`src/rtl/reorder_buffer.sv`:
```
// -----------------------------------------------------------------------------
// reorder_buffer
//
// Two-wide in-order retirement buffer that sits directly after the register
// renamer. Up to two renamed instructions are allocated per cycle in program
// order. Execution units report completion by ROB index. Up to two completed
// instructions retire per cycle from the head. On retire the previous physical
// mapping is handed back to the renamer's free pool, and the committed
// architectural/physical pair is presented.
//
// Ports
//   clk_i, rst_i                      clock, synchronous active-high reset
//   dispatch_en{0,1}_i                allocate an entry for slot 0 / slot 1
//   dispatch_has_dest{0,1}_i          instruction writes a register
//   dispatch_areg{0,1}_i              architectural destination
//   dispatch_preg{0,1}_i              new physical destination
//   dispatch_old_preg{0,1}_i          previous physical mapping
//   alloc_idx{0,1}_o                  combinational index given to each slot
//   complete_en{0,1}_i                execution result written back
//   complete_idx{0,1}_i               ROB index that completed
//   retire_en{0,1}_o                  registered, entry retired at last edge
//   retire_areg{0,1}_o                committed architectural register
//   retire_preg{0,1}_o                committed physical register
//   en_free_reg{0,1}_o                return free_reg to the free pool
//   free_reg{0,1}_o                   physical register being released
//   rob_full_o                        count > NUM_ENTRIES-2, dispatch must stall
//   rob_empty_o                       count == 0
//   count_o                           number of occupied entries
// -----------------------------------------------------------------------------
module reorder_buffer #(
    parameter int NUM_A_REGS  = 32,
    parameter int NUM_P_REGS  = 64,
    parameter int NUM_ENTRIES = 16,
    localparam int A_W   = $clog2(NUM_A_REGS),
    localparam int P_W   = $clog2(NUM_P_REGS),
    localparam int IDX_W = $clog2(NUM_ENTRIES)
) (
    input  logic             clk_i,
    input  logic             rst_i,

    input  logic             dispatch_en0_i,
    input  logic             dispatch_en1_i,
    input  logic             dispatch_has_dest0_i,
    input  logic             dispatch_has_dest1_i,
    input  logic [A_W-1:0]   dispatch_areg0_i,
    input  logic [A_W-1:0]   dispatch_areg1_i,
    input  logic [P_W-1:0]   dispatch_preg0_i,
    input  logic [P_W-1:0]   dispatch_preg1_i,
    input  logic [P_W-1:0]   dispatch_old_preg0_i,
    input  logic [P_W-1:0]   dispatch_old_preg1_i,
    output logic [IDX_W-1:0] alloc_idx0_o,
    output logic [IDX_W-1:0] alloc_idx1_o,

    input  logic             complete_en0_i,
    input  logic             complete_en1_i,
    input  logic [IDX_W-1:0] complete_idx0_i,
    input  logic [IDX_W-1:0] complete_idx1_i,

    output logic             retire_en0_o,
    output logic             retire_en1_o,
    output logic [A_W-1:0]   retire_areg0_o,
    output logic [A_W-1:0]   retire_areg1_o,
    output logic [P_W-1:0]   retire_preg0_o,
    output logic [P_W-1:0]   retire_preg1_o,
    output logic             en_free_reg0_o,
    output logic             en_free_reg1_o,
    output logic [P_W-1:0]   free_reg0_o,
    output logic [P_W-1:0]   free_reg1_o,

    output logic             rob_full_o,
    output logic             rob_empty_o,
    output logic [IDX_W:0]   count_o
);

    localparam int CNT_W = IDX_W + 1;

    // Per-entry data that only matters while the entry is valid.
    typedef struct packed {
        logic           has_dest;
        logic [A_W-1:0] areg;
        logic [P_W-1:0] preg;
        logic [P_W-1:0] old_preg;
    } payload_t;

    // -------------------------------------------------------------------------
    // State
    // -------------------------------------------------------------------------
    logic [IDX_W-1:0]       head_q;
    logic [IDX_W-1:0]       tail_q;
    logic [CNT_W-1:0]       count_q;
    logic [NUM_ENTRIES-1:0] valid_q;
    logic [NUM_ENTRIES-1:0] done_q;
    payload_t               payload_q [NUM_ENTRIES];

    // -------------------------------------------------------------------------
    // Status and allocation
    // -------------------------------------------------------------------------
    assign rob_full_o   = count_q > CNT_W'(NUM_ENTRIES - 2);
    assign rob_empty_o  = count_q == '0;
    assign count_o      = count_q;

    // Slot 1 takes the slot after slot 0 only when slot 0 is also allocating;
    // index arithmetic wraps naturally because NUM_ENTRIES is a power of two.
    assign alloc_idx0_o = tail_q;
    assign alloc_idx1_o = tail_q + IDX_W'(dispatch_en0_i);

    // A dispatch presented while full is dropped as a whole, both slots.
    logic do_disp0;
    logic do_disp1;
    assign do_disp0 = dispatch_en0_i && !rob_full_o;
    assign do_disp1 = dispatch_en1_i && !rob_full_o;

    // -------------------------------------------------------------------------
    // Retire selection from pre-edge state
    // -------------------------------------------------------------------------
    logic [IDX_W-1:0] head1;
    logic             retire0;
    logic             retire1;

    assign head1   = head_q + IDX_W'(1);
    assign retire0 = valid_q[head_q] && done_q[head_q];
    // Slot 1 can never overtake slot 0; retirement stays strictly in order.
    assign retire1 = retire0 && valid_q[head1] && done_q[head1];

    logic [CNT_W-1:0] n_disp;
    logic [CNT_W-1:0] n_ret;
    assign n_disp = CNT_W'(do_disp0) + CNT_W'(do_disp1);
    assign n_ret  = CNT_W'(retire0) + CNT_W'(retire1);

    // -------------------------------------------------------------------------
    // Next-state of the valid/done vectors
    // -------------------------------------------------------------------------
    logic [NUM_ENTRIES-1:0] valid_d;
    logic [NUM_ENTRIES-1:0] done_d;

    // NOTE: every variable is given its default first so no path leaves it
    // unassigned; that is what keeps this block free of inferred latches.
    always_comb begin
        valid_d = valid_q;
        done_d  = done_q;

        // Completion only lands on entries that were already valid before the
        // edge, so completing an index in the same edge it is dispatched is
        // ignored. Entries are not done before the edge they complete, hence
        // they cannot also retire in that same edge.
        if (complete_en0_i && valid_q[complete_idx0_i]) begin
            done_d[complete_idx0_i] = 1'b1;
        end
        if (complete_en1_i && valid_q[complete_idx1_i]) begin
            done_d[complete_idx1_i] = 1'b1;
        end

        if (retire0) begin
            valid_d[head_q] = 1'b0;
            done_d[head_q]  = 1'b0;
        end
        if (retire1) begin
            valid_d[head1] = 1'b0;
            done_d[head1]  = 1'b0;
        end

        // Allocation targets free entries, so it never collides with the
        // clears above; it is applied last so a fresh entry always starts
        // not-done.
        if (do_disp0) begin
            valid_d[alloc_idx0_o] = 1'b1;
            done_d[alloc_idx0_o]  = 1'b0;
        end
        if (do_disp1) begin
            valid_d[alloc_idx1_o] = 1'b1;
            done_d[alloc_idx1_o]  = 1'b0;
        end
    end

    // -------------------------------------------------------------------------
    // Control state and registered retire outputs
    // -------------------------------------------------------------------------
    // NOTE: sequential state is written with non-blocking assignments so every
    // register samples the pre-edge values, regardless of statement order.
    always_ff @(posedge clk_i) begin
        if (rst_i) begin
            head_q         <= '0;
            tail_q         <= '0;
            count_q        <= '0;
            valid_q        <= '0;
            done_q         <= '0;
            retire_en0_o   <= 1'b0;
            retire_en1_o   <= 1'b0;
            retire_areg0_o <= '0;
            retire_areg1_o <= '0;
            retire_preg0_o <= '0;
            retire_preg1_o <= '0;
            en_free_reg0_o <= 1'b0;
            en_free_reg1_o <= 1'b0;
            free_reg0_o    <= '0;
            free_reg1_o    <= '0;
        end else begin
            head_q  <= head_q + IDX_W'(n_ret);
            tail_q  <= tail_q + IDX_W'(n_disp);
            count_q <= count_q + n_disp - n_ret;
            valid_q <= valid_d;
            done_q  <= done_d;

            retire_en0_o   <= retire0;
            retire_en1_o   <= retire1;
            retire_areg0_o <= retire0 ? payload_q[head_q].areg     : '0;
            retire_areg1_o <= retire1 ? payload_q[head1].areg      : '0;
            retire_preg0_o <= retire0 ? payload_q[head_q].preg     : '0;
            retire_preg1_o <= retire1 ? payload_q[head1].preg      : '0;
            free_reg0_o    <= retire0 ? payload_q[head_q].old_preg : '0;
            free_reg1_o    <= retire1 ? payload_q[head1].old_preg  : '0;
            // Physical register 0 is never returned to the free pool.
            en_free_reg0_o <= retire0 && payload_q[head_q].has_dest
                              && (payload_q[head_q].old_preg != '0);
            en_free_reg1_o <= retire1 && payload_q[head1].has_dest
                              && (payload_q[head1].old_preg != '0);
        end
    end

    // -------------------------------------------------------------------------
    // Entry payload storage
    // -------------------------------------------------------------------------
    // NOTE: the payload array has no reset; it is only ever read behind a
    // valid bit, and leaving it unreset lets it map onto plain storage.
    always_ff @(posedge clk_i) begin
        if (do_disp0) begin
            payload_q[alloc_idx0_o] <= '{has_dest: dispatch_has_dest0_i,
                                         areg:     dispatch_areg0_i,
                                         preg:     dispatch_preg0_i,
                                         old_preg: dispatch_old_preg0_i};
        end
        if (do_disp1) begin
            payload_q[alloc_idx1_o] <= '{has_dest: dispatch_has_dest1_i,
                                         areg:     dispatch_areg1_i,
                                         preg:     dispatch_preg1_i,
                                         old_preg: dispatch_old_preg1_i};
        end
    end

endmodule

```
`config.mk`:
```
export PLATFORM = sky130hd
export DESIGN_NAME = reorder_buffer
export DESIGN_NICKNAME = d
export VERILOG_FILES = /design/src/rtl/reorder_buffer.sv
export SDC_FILE = /design/constraint.sdc
export NUM_CORES = 1
export LEC_CHECK = 0
export CAP_MARGIN = 20
export CORE_MARGIN = 2
export CORE_UTILIZATION = 55
export DETAILED_ROUTE_END_ITERATION = 6
export HOLD_SLACK_MARGIN = 0.12
export PLACE_DENSITY = 0.78
export SLEW_MARGIN = 30
export SYNTH_ARGS = -nofsm -noshare
export SYNTH_HDL_FRONTEND = slang
export SYNTH_SLANG_ARGS = --single-unit
```
`constraint.sdc`:
```
create_clock -name clk_i -period 4.3 [get_ports clk_i]
set_input_delay 0.645 -clock clk_i [delete_from_list [all_inputs] [get_ports clk_i]]
set_output_delay 0.645 -clock clk_i [all_outputs]
set_load 0.05 [all_outputs]
```
# ---- Yosys cells after proc, flatten, opt, wreduce, memory -nomap -nowiden
# Memories as Yosys holds them, arrays and structs flattened. A register that Yosys moved wholly into a read port is not among the register bits.
# Index checks and enable logic that the tools add are counted.
dict set report classes {
  n_bitwise 16
  order_cmp 13
  addsub 8
  mux 39
  reduce_logical 23
}
# operator n
set ops {}
lappend ops {{$mux W16} 10}
lappend ops {{$and A16 B16 Y16} 6}
lappend ops {{$not A16 Y16} 4}
lappend ops {{$or A16 B16 Y16} 4}
lappend ops {{$lt A4 B5 Y1 const B} 6}
lappend ops {{$bmux W1 S4} 6}
lappend ops {{$demux W1 S4} 6}
lappend ops {{$ge A4 B1 Y1 const B} 6}
lappend ops {{$logic_and A1 B1 Y1} 17}
lappend ops {{$mux W1} 16}
lappend ops {{$reduce_bool A6 Y1} 2}
lappend ops {{$add A4 B2 Y4} 2}
lappend ops {{$add A5 B2 Y5} 1}
lappend ops {{$gt A5 B4 Y1 const B} 1}
lappend ops {{$logic_not A5 Y1} 1}
lappend ops {{$sub A5 B2 Y5} 1}
lappend ops {{$add A1 B1 Y2} 2}
lappend ops {{$add A4 B1 Y4} 1}
lappend ops {{$add A4 B1 Y4 const B} 1}
lappend ops {{$mux W4} 1}
lappend ops {{$reduce_or A2 Y1} 2}
lappend ops {{$not A1 Y1} 2}
lappend ops {{$logic_not A1 Y1} 1}
dict set report totals {
  reg_bits 83
  ramBits 288
  n_memories 1
}
# memory words word_bits rd rd_ports_with_merged_regs wr line
set mem_list {}
lappend mem_list {payload_q 16 18 2 1 2 93} ;# payload_t payload_q [NUM_ENTRIES];

# ---- Depth between registers and ports, before layout
dict set report logic_depth {
  word_depth 16
  depth_mapped 24
  mapped_depth_nobuf 19
}

# ---- Least setup slack after synthesis
# Ideal clock, no wire load.
dict set report synth_timing {
  path_kind {register to register}
  startpoint {register head_q[1]}
  endpoint {register count_q[4], in the netlist count_o[4]}
  path_stages_with_launch 22
  setup_slack_ps -246
  arrival_ps 4419
  t_required_ps 4172
  path_cell_list {dfxtp_1 -> buf_6 -> buf_6 -> buf_6 -> buf_2 -> inv_1 -> ha_1 -> buf_2 -> buf_2 -> mux4_2 -> mux2_2 -> mux2_2 -> nor2b_1 -> ha_1 -> fa_1 -> fa_1 -> inv_1 -> a21oi_1 -> nor2_1 -> nor2_1 -> xor2_1 -> nor2_1}
}
dict set report synth_via {
  elab_chain_cells 7
  elab_cells_between_ends 14
  classes_between {add/sub (3); mux (8); reduce/logical (3)}
}
# item line
set synth_rtl {}
lappend synth_rtl {{start: declaration} 88} ;# logic [IDX_W-1:0] head_q;
lappend synth_rtl {{start signal: assignment} 198} ;# head_q <= head_q + IDX_W'(n_ret);
lappend synth_rtl {{$add A4 B1 Y4 or $bmux W1 S4 (tied branches)} {120, 121}}
lappend synth_rtl {{$bmux W1 S4 or $mux W1 (tied branches)} {123, 121}}
lappend synth_rtl {{$mux W1 (not written as such) or $logic_and A1 B1 Y1 (tied branches)} {123, 121}}
lappend synth_rtl {{$logic_and A1 B1 Y1} 123} ;# assign retire1 = retire0 && valid_q[head1] && done_q[head1];
lappend synth_rtl {{$logic_and A1 B1 Y1 (*)} 123}
lappend synth_rtl {{via retire1} 118} ;# logic retire1;
lappend synth_rtl {{$add A1 B1 Y2 (*)} 128} ;# assign n_ret = CNT_W'(retire0) + CNT_W'(retire1);
lappend synth_rtl {{$sub A5 B2 Y5 (*)} 200} ;# count_q <= count_q + n_disp - n_ret;
lappend synth_rtl {{end signal: assignment} 200}
lappend synth_rtl {{end: declaration} 90} ;# logic [CNT_W-1:0] count_q;
# Mark *: on every way through the listed nets, which the timed path passes. The rest lies on a longest branch. The select of a mux whose other input is x is not followed.
# A chain may end at the register's enable or synchronous reset.

# ---- Final worst setup path
dict set report layout_timing {
  startpoint {register head_q[0]}
  endpoint {register count_q[4], in the netlist count_o[4]}
}
# The elaborated chain is that of the path after synthesis.

==> metrics.csv <==
stage;metric;value;unit
status;status;complete, no violations;
clocking;clk sinks;371;
cells_and_area;Area Growth Syn to Fin;15.4;%
logic_synthesis;EDFF count, synth;288;
clocking;CTS resizes;0;
critical_path;slowest stage delay, CP;530;ps
power_and_ir_drop;leakage;7.74;nW
critical_path;arrival time worst endpoint;4230;ps
logic_synthesis;Main synth FF type;edfxtp_1;
critical_path;Req. time, crit path;4730;ps
grt;vias in the first global route;13400;
flow_run;max-cap viol count;0;
timing;post-route clock period utilization;88.2;%
clocking;clock transition at the registers of the reported paths;60;ps
logic_synthesis;YS warnings;0;
logic_synthesis;Yosys top cell area share;41.4;%
timing;Clock Skews;13.7;ps
clocking;cts bufs inserted;41;
critical_path;CP max-delay cell;mux4_2;
timing;hold_ws;519;ps
clocking;number of H-tree branching levels;2;
logic_synthesis;post-synth top area cell;edfxtp_1;
floorplan;Core Footprint;37500;µm²
power_and_ir_drop;maximum VDD drop;0.000339;V
cells_and_area;Total Nets Final;1495;
grt;global-route wire length before repair;86.3;mm
logic_synthesis;Synth Net Count;1411;
clocking;Post-CTS Hold Buffers;0;
clocking;Clock Tree Buf Depth;3;
placement;post-detailed-placement half-perimeter wirelength;35.3;mm
detailed_routing;1st-iter DRT viols;1540;
worst_hold_path;Hold WC Path Type;reg2reg;
timing;crit path setup slack, layout;509;ps
grt;global route overflow;0;
floorplan;Starting Density;55.7;%
detailed_routing;# DRC;0;
critical_path;delay-heaviest family, CP;adder cells;
grt;GRT Total Usage;30.1;%
floorplan;Horiz. Die Dim;199;µm
detailed_routing;drt wl/cell;29.4;µm
logic_synthesis;synthesis-stage register bit count;371;
cells_and_area;number of fillers in the final layout;2684;
critical_path;WP buf/inv;4;
detailed_routing;WL final;57.8;mm
detailed_routing;Vias per Instance;6.86;
logic_synthesis;commonest cells in the netlist;292 x mux2_2, 288 x edfxtp_1, 192 x mux4_2;
clocking;post-CTS setup buffer count;0;
timing;Max Slew Vio Count;0;
placement;gp weighted congestion;0.954;
logic_synthesis;sequential-to-total area share from yosys stat;49.4;%
critical_path;worst-path fanout max;13;
logic_synthesis;most numerous cell in the Yosys netlist;mux2_2;
floorplan;Ports;103;
logic_synthesis;Post-Syn Instances;1334;
timing;Slew HR;35.1;%
logic_synthesis;Mapped Area;20900;µm²
detailed_routing;Initial DRT Pass Iterations;5;
grt;initial antenna violation count;1;
floorplan;die footprint;39500;µm²
timing;worst slew pin tran;974;ps
floorplan;DIE HEIGHT;199;µm
detailed_routing;post-route ant nets;0;
clocking;worst-skew pair later-pin latency;560;ps
power_and_ir_drop;P per Cell Area;425;nW/µm²
clocking;CTS tree;built;
logic_synthesis;ys async rst share;0;%
clocking;Root Buffer;clkbuf_16;
logic_synthesis;synth unique cells;61;
timing;unrepaired setup endpoints after global routing;false;
critical_path;Setup crit end kind;flip-flop;
logic_synthesis;synth top area cells;edfxtp_1 41%, mux4_2 21%, mux2_2 16%;
detailed_routing;via count;13500;
cells_and_area;layout cells sized above 1;44.0;%
floorplan;row cnt;71;
timing;endpoints failing setup;0;
placement;pre-CTS setup slack;541;ps
timing;Final Hold Fails;0;
placement;PortBufs;102;
critical_path;CP Launch Type;flip-flop;
critical_path;CP Cell Sequence;inv_2 -> ha_4 -> and3b_1 -> a31oi_1 -> mux4_2 -> mux2_2 -> nor2b_1 -> ha_2 -> ha_1 -> inv_1 -> ha_1 -> inv_1 -> fa_1 -> inv_1 -> a21oi_1 -> nor2_1 -> nor2_1 -> xor2_1 -> nor2_1;
timing;fmax;264;MHz
logic_synthesis;Syn Area/Cell;15.6;µm²
timing;setup tns final;0;ps
critical_path;critical path class;reg2reg;
grt;largest net degree at the start of global routing;147;
timing;Tmin final;3790;ps
## cell usage in the layout, fill, tap and decap left out, drive strengths merged, types with 3 or more instances in the layout
master         instances
a211o                  4
a211oi                 3
a21oi                 33
a221oi                 4
a31oi                  4
a32o                   8
and2                  30
buf                   57
clkbuf                64
clkdlybuf4s50        102
clkinv                 7
dfxtp                 83
edfxtp               288
fa                     4
ha                    23
inv                   29
mux2                 292
mux2i                  7
mux4                 192
nand2                 41
nand2b                 8
nand3                 13
nand3b                 5
nor2                  18
nor2b                 26
nor3                   4
nor3b                  4
nor4                   3
nor4b                  4
nor4bb                 8
o21a                   7
o21ai                  9
o21bai                 5
o22ai                 16
or2                    3
xnor2                  6
xor2                   4
## flip-flops by register name, indices dropped and copies added, names as in the netlist, 4 cells and up
| signal | cells |
|---|---|
| free_reg0_o | 6 |
| alloc_idx0_o | 4 |
| head_q | 4 |
| free_reg1_o | 6 |
| retire_preg1_o | 6 |
| retire_preg0_o | 6 |
| done_q | 16 |
| retire_areg0_o | 5 |
| retire_areg1_o | 5 |
| payload_q | 288 |
| valid_q | 16 |
| count_o | 5 |
## final cells by class
cell class	count	area (µm²)	area share, %
diodes	1	2.50	0.0104
flip-flops and latches	371	10300	42.8
clock buffers	64	1330	5.52
repair buffers	159	1540	6.41
multi-input cells	819	10100	41.8
inverters	26	97.6	0.405
clock inverters	12	93.8	0.390
well taps	511	639	2.65
## report_power, final
part	switching, mW	total, mW	internal [mW]
Combinational	1.17	2.14	0.973
Sequential	0.183	4.44	4.26
Clock	1.47	3.66	2.19
Total	2.82	10.2	7.42
## tightest hold or removal path, delay by kind of cell, from the launching register on
| family | cells | cell delay [ps] |
|---|---|---|
| compound gates | 1 | 60 |
| simple gates | 1 | 70 |
| flops | 1 | 340 |
## through the flow
stage | area, µm² | power [mW] | util (%) | cells
CTS | 24100 | 10.3 | 64.2 | 1961
detailed placement | 22600 | 6.63 | 60.4 | 1885
global route | 24100 | 10.6 | 64.3 | 1963
floorplan | 20900 | 5.88 | - | 1334
global placement | 22600 | 6.57 | 60.3 | 1885
finish | 24100 | 10.2 | 64.3 | 1963
## final timing paths
| path | from | end | slack, ps | depth (start not counted) |
|---|---|---|---|---|
| max | head_q[0]$_SDFF_PP0_ | count_o[4]$_SDFF_PP0_ | 510 | 19 |
| min | valid_q[11]$_SDFF_PP0_ | valid_q[11]$_SDFF_PP0_ | 520 | 2 |
| max reg2reg | head_q[0]$_SDFF_PP0_ | count_o[4]$_SDFF_PP0_ | 510 | 19 |
| min reg2reg | valid_q[11]$_SDFF_PP0_ | valid_q[11]$_SDFF_PP0_ | 520 | 2 |
## logic make-up (layout without fill, tap and decap cells)
family,count (synthesis),in the layout,share of synthesized area (%)
buffers and inverters,144,261,2.95
DFF,371,371,49.4
AOI/OAI and AO/OA,111,111,3.67
xor gates and xnor gates,10,10,0.420
adders and majority gates,27,27,1.76
muxes,491,491,36.8
other,0,1,0
and+or+nand+nor,180,180,4.99
## metal layers
layer | GRT usage, % | vias up | routed length, µm | share of wire (%)
met2 | 50.0 | 762 | 28600 | 49
met1 | 38.8 | 6969 | 21500 | 37
met5 | 0 | - | 0 | 0
li1 | - | 5576 | - | -
met3 | 6.80 | 159 | 5550 | 9.6
met4 | 12.0 | 0 | 2180 | 3.8
Note: power is estimated with default switching activity, not from simulation.
==> patch (same settings) <==
Set the parameter `NUM_ENTRIES` to 32 (it was 16).
--- a/src/rtl/reorder_buffer.sv
+++ b/src/rtl/reorder_buffer.sv
@@ -30,7 +30,7 @@
 module reorder_buffer #(
     parameter int NUM_A_REGS  = 32,
     parameter int NUM_P_REGS  = 64,
-    parameter int NUM_ENTRIES = 16,
+    parameter int NUM_ENTRIES = 32,
     localparam int A_W   = $clog2(NUM_A_REGS),
     localparam int P_W   = $clog2(NUM_P_REGS),
     localparam int IDX_W = $clog2(NUM_ENTRIES)
Interface: changed (5 resized); port bits go from 103 to 108. No check against the original RTL was run, so the function may have changed too.
==> patch against the original RTL <==
The run now ends with DRC left. Sequential cell count increased by 323. Wire length increased to 2.5 times the old value. Power increased by 72%. Clock skew increased by 0.0098 ns. Synthesized area increased by 95%. Final area increased by 91%. Clock power increased by 86%. Setup slack got worse by 0.30 ns. Critical path depth decreased by 3.
==> patch: results <==
[clocking]
clk_latency_ns = 0.66
numCtsBuffers = 77
h-tree-depth = 3

[yosys]
syn_avg_cell_area_sq_um = 14.55
syn_nets = 2874
synth_commonest_cells = "mux2_2, edfxtp_1, mux4_2"
seq_area_frac_synth_pct = 48.36
synth.area.top_cells = "edfxtp_1, mux4_2, mux2_2, dfxtp_1, clkbuf_1"
synth_edf_count = 576

[route]
wl_met1_mm = 48.75
drc = 9
dr.pass1.iters = 7
dr_total_vias = 29720
route.met2.wl_mm = 64.56
top_layer = "met5"
wl_met3_mm = 20.56
drt_iter0_markers = 4543
routed_wl_mm = 146.8

[critical_path]
arrival_ns = 4.62
r2r-end = "count_o[5]$_SDFF_PP0_"
crit_path_max_fanout = 5
r2r_cells = 16

[grt]
grt_use_total_pct = 38.77
antenna_found_initial = 2
grt_pass1_wl_mm = 208.8
grt_max_degree = 121
grt_pass1_vias = 29350

[layout]
drive_above_1_share_pct = 45.31
num_antenna_cells = 0
regArea_sq_um = 19670
n_fill_cell = 5187

[placed_design]
place_inst = 3746
placed_cell_area_sq_um = 43670
dpl.hpwl_mm = 95.44
port-buffer-count = 107

[outcome]
violations = "DRC"
status = "finished with violations"

[sta]
finClkSkew_ns = 0.02350
slew-limit-headroom_pct = 29.43

[hold_path]
worstHoldEndpoint = "valid_q[13]$_SDFF_PP0_"
hp-start = "valid_q[13]$_SDFF_PP0_"
[patch: cell count changes in the layout (fill, tap and decap cells not counted), moves of 53 or more]
cell / before / now
a22oi_1: 0 / 90
buf_4: 50 / 172
edfxtp_1: 288 / 576
mux2_2: 292 / 577
mux4_2: 192 / 327
nand2_1: 41 / 132
nor2_1: 17 / 70
[patch: cell type report]
cell class | instances | area share (%)
Inverter | 63 | 0.5183
Multi-Input combinational cell | 1729 | 42.91
Tap cell | 959 | 2.602
Sequential cell | 694 | 42.65
Timing Repair Buffer | 301 | 5.758
Clock buffer | 106 | 4.732
Clock inverter | 36 | 0.8330
[patch: cell families after synthesis]
group / count (synthesis) / share of synthesized area (%)
AO/OA/AOI/OAI: 322 / 5.999
adder cells (fa/ha/maj): 29 / 0.9665
buffers and inverters: 370 / 3.838
multiplexers: 915 / 34.46
XOR/XNOR: 15 / 0.3694
AND/OR/NAND/NOR: 448 / 6.002
flip-flops: 694 / 48.36
[patch: report_power, final]
group          switching, mW  internal (mW)  leakage (nW)  total (mW)
Clock                   2.91           3.89          1.25        6.79
Combinational           1.79           1.16          7.43        2.95
Sequential             0.179           7.66          6.15        7.84
[patch: repair_timing]
item	4_1_cts	5_1_grt
hold buffers	0	0
resized for setup	0	2
endpoints found under the hold margin	0	0
endpoints found under the setup margin	0	2
[patch: worst max path at each step]
| stage | start | end | slack [ns] | cells past startpoint |
|---|---|---|---|---|
| after floorplan | head_q[1]$_SDFF_PP0_ | count_o[5]$_SDFF_PP0_ | -0.20 | 23 |
| after global placement | head_q[0]$_SDFF_PP0_ | count_o[4]$_SDFF_PP0_ | 0.14 | 18 |
| after detailed placement | dispatch_en0_i | payload_q[10][6]$_DFFE_PP_ | 0.07 | 10 |
| after CTS | head_q[0]$_SDFF_PP0_ | count_o[5]$_SDFF_PP0_ | 0.08 | 16 |
| after global routing | head_q[3]$_SDFF_PP0_ | count_o[5]$_SDFF_PP0_ | 0.008 | 15 |
| final | head_q[0]$_SDFF_PP0_ | count_o[5]$_SDFF_PP0_ | 0.21 | 16 |
[patch: worst max-delay path, stage by stage (launching register included)]
cell	delay (ns)
dfxtp_4	0.37
ha_2	0.23
xor2_4	0.21
mux4_2	0.53
mux2_2	0.30
a221o_2	0.39
nor3_4	0.24
ha_4	0.19
fa_1	0.46
inv_1	0.08
ha_1	0.21
a21o_1	0.16
a21oi_2	0.16
o21bai_1	0.08
a21oi_1	0.16
xnor2_1	0.13
nor2_1	0.05
[patch: metal layers]
metal | up-vias | global-route usage, %
met5 | - | 0.1880
met4 | 2 | 27.69
met3 | 678 | 11.02
met2 | 2650 | 57.58
met1 | 14950 | 49.05
li1 | 11430 | -
